==> src/rtl/multi_alarm_clock_pkg.sv <==
// Shared types and BCD bounds for the multi-channel alarm clock.
// Optional feature macro used by this design: ALARM_AUTO_TIMEOUT_EN.
package alarm_clock_pkg;

    typedef enum logic [1:0] {
        IDLE    = 2'd0,
        RINGING = 2'd1,
        SNOOZED = 2'd2
    } chan_state_t;

    typedef struct packed {
        logic [1:0] h1;
        logic [3:0] h0;
        logic [3:0] m1;
        logic [3:0] m0;
    } bcd_time_t;

    localparam logic [5:0] SEC_MAX         = 6'd59;
    localparam logic [1:0] HOUR1_MAX       = 2'd2;
    localparam logic [3:0] HOUR0_MAX_AT_20 = 4'd3;
    localparam logic [3:0] MIN1_MAX        = 4'd5;
    localparam logic [3:0] DIGIT_MAX       = 4'd9;

    // True when the digits form a legal hh:mm between 00:00 and 23:59.
    function automatic logic bcd_time_valid(input bcd_time_t t);
        logic hour_ok;
        if (t.h1 < HOUR1_MAX)
            hour_ok = (t.h0 <= DIGIT_MAX);
        else
            hour_ok = (t.h1 == HOUR1_MAX) && (t.h0 <= HOUR0_MAX_AT_20);
        return hour_ok && (t.m1 <= MIN1_MAX) && (t.m0 <= DIGIT_MAX);
    endfunction

endpackage

==> src/rtl/multi_alarm_clock_if.sv <==
// Control, digit and display bundle of the alarm clock; master drives controls.
interface multi_alarm_clock_if #(
    parameter int NUM_ALARMS = 4
);
    localparam int SEL_W = (NUM_ALARMS > 1) ? $clog2(NUM_ALARMS) : 1;

    logic                  load_time;
    logic                  load_alarm;
    logic [SEL_W-1:0]      alarm_sel;
    logic [1:0]            hour_in1;
    logic [3:0]            hour_in0;
    logic [3:0]            minute_in1;
    logic [3:0]            minute_in0;
    logic [NUM_ALARMS-1:0] alarm_enable;
    logic                  stop_alarm;
    logic                  snooze;
    logic [NUM_ALARMS-1:0] alarm;
    logic                  alarm_any;
    logic [1:0]            hour_out1;
    logic [3:0]            hour_out0;
    logic [3:0]            minute_out1;
    logic [3:0]            minute_out0;
    logic [5:0]            seconds;

    modport master (
        output load_time, load_alarm, alarm_sel, hour_in1, hour_in0,
               minute_in1, minute_in0, alarm_enable, stop_alarm, snooze,
        input  alarm, alarm_any, hour_out1, hour_out0, minute_out1,
               minute_out0, seconds
    );

    modport slave (
        input  load_time, load_alarm, alarm_sel, hour_in1, hour_in0,
               minute_in1, minute_in0, alarm_enable, stop_alarm, snooze,
        output alarm, alarm_any, hour_out1, hour_out0, minute_out1,
               minute_out0, seconds
    );

endinterface

==> src/rtl/multi_alarm_clock_alarm_channel.sv <==
// One alarm channel: alarm register, IDLE/RINGING/SNOOZED FSM, snooze countdown.
// ALARM_AUTO_TIMEOUT_EN adds a ring counter that drops the channel after MAX_RING_SEC edges.
module alarm_channel
    import alarm_clock_pkg::*;
#(
    parameter int SNOOZE_MIN = 5
`ifdef ALARM_AUTO_TIMEOUT_EN
  , parameter int MAX_RING_SEC = 60
`endif
) (
    input  logic      clock_1s,
    input  logic      reset,
    input  logic      load,
    input  bcd_time_t load_value,
    input  logic      enable,
    input  logic      stop_alarm,
    input  logic      snooze,
    input  logic      match_tick,
    input  bcd_time_t time_nxt,
    output logic      ringing
);
    localparam int SNOOZE_SEC = SNOOZE_MIN * 60;
    localparam int SNZ_W      = $clog2(SNOOZE_SEC + 1);
    localparam logic [SNZ_W-1:0] SNOOZE_LOAD = SNZ_W'(SNOOZE_SEC - 1);

    chan_state_t      state_q, state_d;
    bcd_time_t        alarm_q, alarm_d;
    logic [SNZ_W-1:0] snz_q, snz_d;
    logic             match;

    // match_tick is low on load_time edges, so a loaded time never rings.
    assign match   = enable && match_tick && (time_nxt == alarm_q);
    assign ringing = (state_q == RINGING);

`ifdef ALARM_AUTO_TIMEOUT_EN
    localparam logic [7:0] RING_LAST = 8'(MAX_RING_SEC - 1);
    logic [7:0] ring_q, ring_d;

    // Counts edges spent in RINGING; any entry or exit restarts it at zero.
    always_comb begin
        ring_d = '0;
        if (state_q == RINGING && state_d == RINGING)
            ring_d = ring_q + 8'd1;
    end

    always_ff @(posedge clock_1s or posedge reset)
        if (reset) ring_q <= '0;
        else       ring_q <= ring_d;
`endif

    always_comb begin
        state_d = state_q;
        alarm_d = alarm_q;
        snz_d   = snz_q;
        if (load) begin
            state_d = IDLE;
            alarm_d = load_value;
            snz_d   = '0;
        end else if (!enable) begin
            state_d = IDLE;
        end else if (stop_alarm) begin
            state_d = IDLE;
        end else if (snooze && state_q == RINGING) begin
            state_d = SNOOZED;
            snz_d   = SNOOZE_LOAD;
        end else begin
            case (state_q)
                IDLE:    if (match) state_d = RINGING;
                RINGING: begin
`ifdef ALARM_AUTO_TIMEOUT_EN
                    if (ring_q == RING_LAST) state_d = IDLE;
`endif
                end
                SNOOZED: begin
                    if (match || snz_q == '0) state_d = RINGING;
                    else                      snz_d   = snz_q - 1'b1;
                end
                default: state_d = IDLE;
            endcase
        end
    end

    always_ff @(posedge clock_1s or posedge reset) begin
        if (reset) begin
            state_q <= IDLE;
            alarm_q <= '0;
            snz_q   <= '0;
        end else begin
            state_q <= state_d;
            alarm_q <= alarm_d;
            snz_q   <= snz_d;
        end
    end

endmodule

==> src/rtl/multi_alarm_clock.sv <==
// 24-hour BCD clock with NUM_ALARMS alarm channels driven by a 1 Hz tick.
// ALARM_AUTO_TIMEOUT_EN enables per-channel ring timeout after MAX_RING_SEC edges.
module multi_alarm_clock
    import alarm_clock_pkg::*;
#(
    parameter int NUM_ALARMS   = 4,
    parameter int SNOOZE_MIN   = 5,
    parameter int MAX_RING_SEC = 60
) (
    input  logic                 clock_1s,
    input  logic                 reset,
    multi_alarm_clock_if.slave   bus
);
    localparam int SEL_W = (NUM_ALARMS > 1) ? $clog2(NUM_ALARMS) : 1;

    bcd_time_t             time_q, time_nxt, time_in;
    logic [5:0]            sec_q, sec_nxt;
    logic                  load_time_ok, load_alarm_ok, match_tick;
    logic [NUM_ALARMS-1:0] load_hit;
    logic [NUM_ALARMS-1:0] ringing;

    assign time_in       = {bus.hour_in1, bus.hour_in0, bus.minute_in1, bus.minute_in0};
    assign load_time_ok  = bus.load_time  && bcd_time_valid(time_in);
    assign load_alarm_ok = bus.load_alarm && bcd_time_valid(time_in);

    always_comb begin
        time_nxt = time_q;
        sec_nxt  = sec_q + 6'd1;
        if (load_time_ok) begin
            time_nxt = time_in;
            sec_nxt  = '0;
        end else if (sec_q == SEC_MAX) begin
            sec_nxt = '0;
            if (time_q.m0 != DIGIT_MAX) begin
                time_nxt.m0 = time_q.m0 + 4'd1;
            end else begin
                time_nxt.m0 = '0;
                if (time_q.m1 != MIN1_MAX) begin
                    time_nxt.m1 = time_q.m1 + 4'd1;
                end else begin
                    time_nxt.m1 = '0;
                    if (time_q.h1 == HOUR1_MAX && time_q.h0 == HOUR0_MAX_AT_20) begin
                        time_nxt.h1 = '0;
                        time_nxt.h0 = '0;
                    end else if (time_q.h0 == DIGIT_MAX) begin
                        time_nxt.h1 = time_q.h1 + 2'd1;
                        time_nxt.h0 = '0;
                    end else begin
                        time_nxt.h0 = time_q.h0 + 4'd1;
                    end
                end
            end
        end
    end

    // Channels compare against the value being written, so alarm and hh:mm:00 show together.
    assign match_tick = !load_time_ok && (sec_nxt == '0);

    always_comb begin
        load_hit = '0;
        for (int i = 0; i < NUM_ALARMS; i++)
            load_hit[i] = load_alarm_ok && (bus.alarm_sel == SEL_W'(i));
    end

    always_ff @(posedge clock_1s or posedge reset) begin
        if (reset) begin
            time_q <= '0;
            sec_q  <= '0;
        end else begin
            time_q <= time_nxt;
            sec_q  <= sec_nxt;
        end
    end

    for (genvar i = 0; i < NUM_ALARMS; i++) begin : g_chan
        alarm_channel #(
            .SNOOZE_MIN   (SNOOZE_MIN)
`ifdef ALARM_AUTO_TIMEOUT_EN
          , .MAX_RING_SEC (MAX_RING_SEC)
`endif
        ) u_chan (
            .clock_1s   (clock_1s),
            .reset      (reset),
            .load       (load_hit[i]),
            .load_value (time_in),
            .enable     (bus.alarm_enable[i]),
            .stop_alarm (bus.stop_alarm),
            .snooze     (bus.snooze),
            .match_tick (match_tick),
            .time_nxt   (time_nxt),
            .ringing    (ringing[i])
        );
    end

    assign bus.alarm       = ringing;
    assign bus.alarm_any   = |ringing;
    assign bus.hour_out1   = time_q.h1;
    assign bus.hour_out0   = time_q.h0;
    assign bus.minute_out1 = time_q.m1;
    assign bus.minute_out0 = time_q.m0;
    assign bus.seconds     = sec_q;

endmodule

==> src/flat_wrapper.sv <==
// flat-port wrapper written by rule: the top's interface ports become plain ports
module multi_alarm_clock_flat import alarm_clock_pkg::*;
#(
    parameter int NUM_ALARMS   = 4,
    parameter int SNOOZE_MIN   = 5,
    parameter int MAX_RING_SEC = 60
)
  (clock_1s, reset, bus_load_time, bus_load_alarm, bus_alarm_sel, bus_hour_in1, bus_hour_in0, bus_minute_in1, bus_minute_in0, bus_alarm_enable, bus_stop_alarm, bus_snooze, bus_alarm, bus_alarm_any, bus_hour_out1, bus_hour_out0, bus_minute_out1, bus_minute_out0, bus_seconds);
  multi_alarm_clock_if #(.NUM_ALARMS(NUM_ALARMS)) bus_i ();
  input  logic clock_1s;
  input  logic reset;
  input wire logic [$bits(bus_i.load_time)-1:0] bus_load_time;
  input wire logic [$bits(bus_i.load_alarm)-1:0] bus_load_alarm;
  input wire logic [$bits(bus_i.alarm_sel)-1:0] bus_alarm_sel;
  input wire logic [$bits(bus_i.hour_in1)-1:0] bus_hour_in1;
  input wire logic [$bits(bus_i.hour_in0)-1:0] bus_hour_in0;
  input wire logic [$bits(bus_i.minute_in1)-1:0] bus_minute_in1;
  input wire logic [$bits(bus_i.minute_in0)-1:0] bus_minute_in0;
  input wire logic [$bits(bus_i.alarm_enable)-1:0] bus_alarm_enable;
  input wire logic [$bits(bus_i.stop_alarm)-1:0] bus_stop_alarm;
  input wire logic [$bits(bus_i.snooze)-1:0] bus_snooze;
  output wire logic [$bits(bus_i.alarm)-1:0] bus_alarm;
  output wire logic [$bits(bus_i.alarm_any)-1:0] bus_alarm_any;
  output wire logic [$bits(bus_i.hour_out1)-1:0] bus_hour_out1;
  output wire logic [$bits(bus_i.hour_out0)-1:0] bus_hour_out0;
  output wire logic [$bits(bus_i.minute_out1)-1:0] bus_minute_out1;
  output wire logic [$bits(bus_i.minute_out0)-1:0] bus_minute_out0;
  output wire logic [$bits(bus_i.seconds)-1:0] bus_seconds;
  assign bus_i.load_time = bus_load_time;
  assign bus_i.load_alarm = bus_load_alarm;
  assign bus_i.alarm_sel = bus_alarm_sel;
  assign bus_i.hour_in1 = bus_hour_in1;
  assign bus_i.hour_in0 = bus_hour_in0;
  assign bus_i.minute_in1 = bus_minute_in1;
  assign bus_i.minute_in0 = bus_minute_in0;
  assign bus_i.alarm_enable = bus_alarm_enable;
  assign bus_i.stop_alarm = bus_stop_alarm;
  assign bus_i.snooze = bus_snooze;
  assign bus_alarm = bus_i.alarm;
  assign bus_alarm_any = bus_i.alarm_any;
  assign bus_hour_out1 = bus_i.hour_out1;
  assign bus_hour_out0 = bus_i.hour_out0;
  assign bus_minute_out1 = bus_i.minute_out1;
  assign bus_minute_out0 = bus_i.minute_out0;
  assign bus_seconds = bus_i.seconds;
  multi_alarm_clock #(.NUM_ALARMS(NUM_ALARMS), .SNOOZE_MIN(SNOOZE_MIN), .MAX_RING_SEC(MAX_RING_SEC)) u_core (.clock_1s(clock_1s), .reset(reset), .bus(bus_i));
endmodule
==> config.mk <==
export PLATFORM = sky130hd
export DESIGN_NAME = multi_alarm_clock_flat
export DESIGN_NICKNAME = d
export VERILOG_FILES = /design/src/rtl/multi_alarm_clock_pkg.sv /design/src/rtl/multi_alarm_clock_if.sv /design/src/rtl/multi_alarm_clock_alarm_channel.sv /design/src/rtl/multi_alarm_clock.sv /design/src/flat_wrapper.sv
export SDC_FILE = /design/constraint.sdc
export NUM_CORES = 1
export LEC_CHECK = 0
export CAP_MARGIN = 30
export CORE_MARGIN = 2
export CORE_UTILIZATION = 46
export DETAILED_ROUTE_END_ITERATION = 6
export RECOVER_POWER = 50
export SYNTH_ARGS = -nofsm -noshare
export SYNTH_HDL_FRONTEND = slang
export SYNTH_SLANG_ARGS = --single-unit
==> constraint.sdc <==
create_clock -name clock_1s -period 5.4 [get_ports clock_1s]
set_input_delay 0.54 -clock clock_1s [delete_from_list [all_inputs] [get_ports clock_1s]]
set_output_delay 0.54 -clock clock_1s [all_outputs]
set_load 0.02 [all_outputs]
==> metrics.cfg <==
[sta]
slew_headroom_pct = -41.9
fin_tns_setup_ns = 0
worst_hold_slack_ns = 0.506
period_share_pct = 78.6
drv_slew = 39
grt_setup_unrepaired = false
finalSetupViolations = 0
worst_pin_slew_ns = 2.13
skew_ns = 0.00543
min_period_ns = 4.24
fmax_mhz = 236
hold_viol = 0

[yosys]
syn_area_um2 = 7360
synth_mux_area_share_pct = 6.90
synthSimpleGateAreaFrac_pct = 24.2
ys_types = 81
syn-num-nets = 824
synth_fa_ha_area_share_pct = 2.04
synth_top_family_by_area = simple AND/OR/NAND/NOR gates
ys_ff_latch = 120
netlist_instances = 786
synth_area_per_cell_um2 = 9.36
synth-edff-count = 0
ys.warnings.count = 0
synth_xor_area_share_pct = 6.43
seq_area_frac_synth_pct = 40.8
synth_compound_area_share_pct = 15.2
async_reset_ff_share_pct = 100
synth-main-ff-cell = dfrtp_1

[setup_path]
arrival_ns = 4.58
worst_setup_path_end_kind = flop
cp_max_fo = 11
startpoint_type = flop
crit_required_ns = 5.73
path_class = flop to flop

[global_route]
grt_pass1_wl_um = 32600
grt_max_degree = 68
grt_busiest_layer = met2
met3_usage_pct = 4.80
track_usage_pct = 25.2
antenna_found_initial = 0
grt_use_met1_pct = 34.9
use_met2_pct = 41.1
grt_remaining_overflow = 0
grt_pass1_vias = 5901

[clock_network]
clkLatencyLatePin_ns = 0.42
clockBufferDepth = 2
clk_pin_slew_ns = 0.06
root_buffer = clkbuf_16
cts.sinks = 120
cts_buffers = 17
cts_tree = yes
post_cts_resized = 0
cts_max_level = 4
hold_buffers = 0
post_cts_buffers = 0

[drt]
drc = 0
num_vias = 6296
vias_per_cell = 5.96
wire_per_inst_um = 19.5
drt_iter0_markers = 523
ant_nets = 0
postRouteWirelength_um = 20600
firstDrtPassIters = 7

[floorplanning]
initial_utilization_pct = 46.7
die_x_um = 131
dieArea_um2 = 17000
die_h_um = 131
pin_count = 51
rows = 46
core_area_um2 = 15800

[status]
violations = capacitance limit, slew limit
status = complete, but fails checks

[place]
globalplace.congestion = 0.922
dp_hpwl_um = 15200
place_inst = 1024
portBuffers = 50

[layout]
layout-drive-gt1-share_pct = 12.6
final_cells = 1056
final_cell_mix = 120 x dfrtp_1, 87 x nand2_1, 46 x nor2_1
finalNetCount = 865
n_fill_cell = 1431
area_delta_synth_final_pct = 17.2
layout_commonest_cell = dfrtp_1
num_antenna_cells = 0
final_core_util_pct = 54.7

[job]
drv_cap = 1

[power_and_ir_drop]
p_leak_nw = 3.81
vdd_drop_max_mv = 0.310
p_per_area_nw_per_um2 = 394

[worst_hold_path]
min_path_type = flop to flop

## flip-flops by register name, summed over array words and instances, names as in the netlist
| name | flops |
|---|---|
| u_core.g_chan.u_chan.alarm_q | 56 |
| u_core.g_chan.u_chan.snz_q | 36 |
| u_core.g_chan.u_chan.state_q | 8 |
| u_core.bus.seconds | 6 |
| u_core.bus.hour_out0 | 4 |
| u_core.bus.minute_out0 | 4 |
| u_core.bus.minute_out1 | 4 |
| u_core.bus.hour_out1 | 2 |
## final timing paths
| kind | from | to | slack (ns) | cells past startpoint |
|---|---|---|---|---|
| setup reg to reg | u_core.bus.seconds[0] | u_core.g_chan[3].u_chan.snz_q[0] | 1.16 | 11 |
| min in group asynchronous | reset | u_core.g_chan[3].u_chan.snz_q[2] | 0.70 | 2 |
| hold / removal | u_core.g_chan[0].u_chan.alarm_q[11] | u_core.g_chan[0].u_chan.alarm_q[11] | 0.51 | 2 |
| max in group asynchronous | reset | u_core.g_chan[3].u_chan.snz_q[5] | 2.28 | 3 |
| setup / recovery | u_core.bus.seconds[0] | u_core.g_chan[3].u_chan.snz_q[0] | 1.16 | 11 |
| hold reg to reg | u_core.g_chan[0].u_chan.alarm_q[11] | u_core.g_chan[0].u_chan.alarm_q[11] | 0.51 | 2 |
## cell usage after synthesis, types with 3 or more instances
master	count	share of area [%]
nor4_1	17	1.4
a31oi_1	11	0.93
nor2b_1	13	1.1
and2_1	10	0.85
inv_1	35	1.8
o21ai_0	20	1.4
o2111ai_1	3	0.36
or3_1	14	1.2
a21o_1	12	1.2
o2bb2ai_1	7	0.83
nand4b_1	5	0.59
clkbuf_1	15	0.76
nor3b_1	8	0.82
o41ai_1	4	0.48
ha_1	12	2.0
or4_1	3	0.31
o31ai_1	7	0.71
a21oi_1	28	1.9
a211oi_1	6	0.61
or3b_2	4	0.48
o21a_1	8	0.82
and3_1	15	1.3
o22ai_1	3	0.25
buf_4	6	0.61
a211o_1	3	0.36
mux2i_1	8	1.1
nand2b_1	10	0.85
dfrtp_1	120	41
nand2_1	87	4.4
nor2_1	47	2.4
nor3_1	30	2.0
o211ai_1	7	0.71
nand3_1	29	2.0
buf_2	18	1.2
nand3b_1	3	0.31
xnor2_1	26	3.1
mux2_2	38	5.8
nand4_1	9	0.76
xor2_1	28	3.3
## metal layers
layer | vias up | share of wire [%]
met5 | - | 0
met4 | 0 | 1.5
met3 | 27 | 5.8
met2 | 229 | 48
met1 | 3112 | 45
li1 | 2928 | -
## final cells by class
type,instances,area (um2),share of cell area [%]
timing repair buffer,62,607,7.03
multi-input combinational,591,4040,46.8
sequential,120,3000,34.8
clock inverter,9,97.6,1.13
clock buffer,23,478,5.54
tap,216,270,3.13
inverter,35,133,1.54
## worst max-delay path: stages, from the launching register on
cell and delay [ns]:
dfrtp_1 0.44, ha_1 0.41, nand2b_1 0.31, or4_4 0.67, a211oi_2 0.36, or2_0 0.32, xnor2_1 0.16, nor4_1 0.44
and4_4 0.33, nor2_2 0.07, a31oi_1 0.44, o2bb2ai_1 0.19
## through the flow
stage          cell area (um2)  total power [W]  setup slack [ns]
6_report                  8630          0.00340              1.16
2_1_floorplan             7360          0.00192              1.67
3_5_place_dp              8060          0.00229             0.864
5_1_grt                   8630          0.00356             0.833
4_1_cts                   8630          0.00341              1.27
3_3_place_gp              8030          0.00226             0.974
## cell families after synthesis
kind of cell | after synthesis
muxes | 46
and+or+nand+nor | 327
adders and majority gates | 12
xor gates and xnor gates | 54
buffers and inverters | 75
AOI/OAI and AO/OA | 152
DFF | 120
## where the power goes
part / internal [W] / total (W) / switching (W)
Combinational: 0.000449 / 0.00102 / 0.000575
Clock: 0.000710 / 0.00112 / 0.000407
Sequential: 0.00105 / 0.00126 / 0.000204
Total: 0.00221 / 0.00340 / 0.00119
No activity file was read; power rests on OpenSTA's default activity.
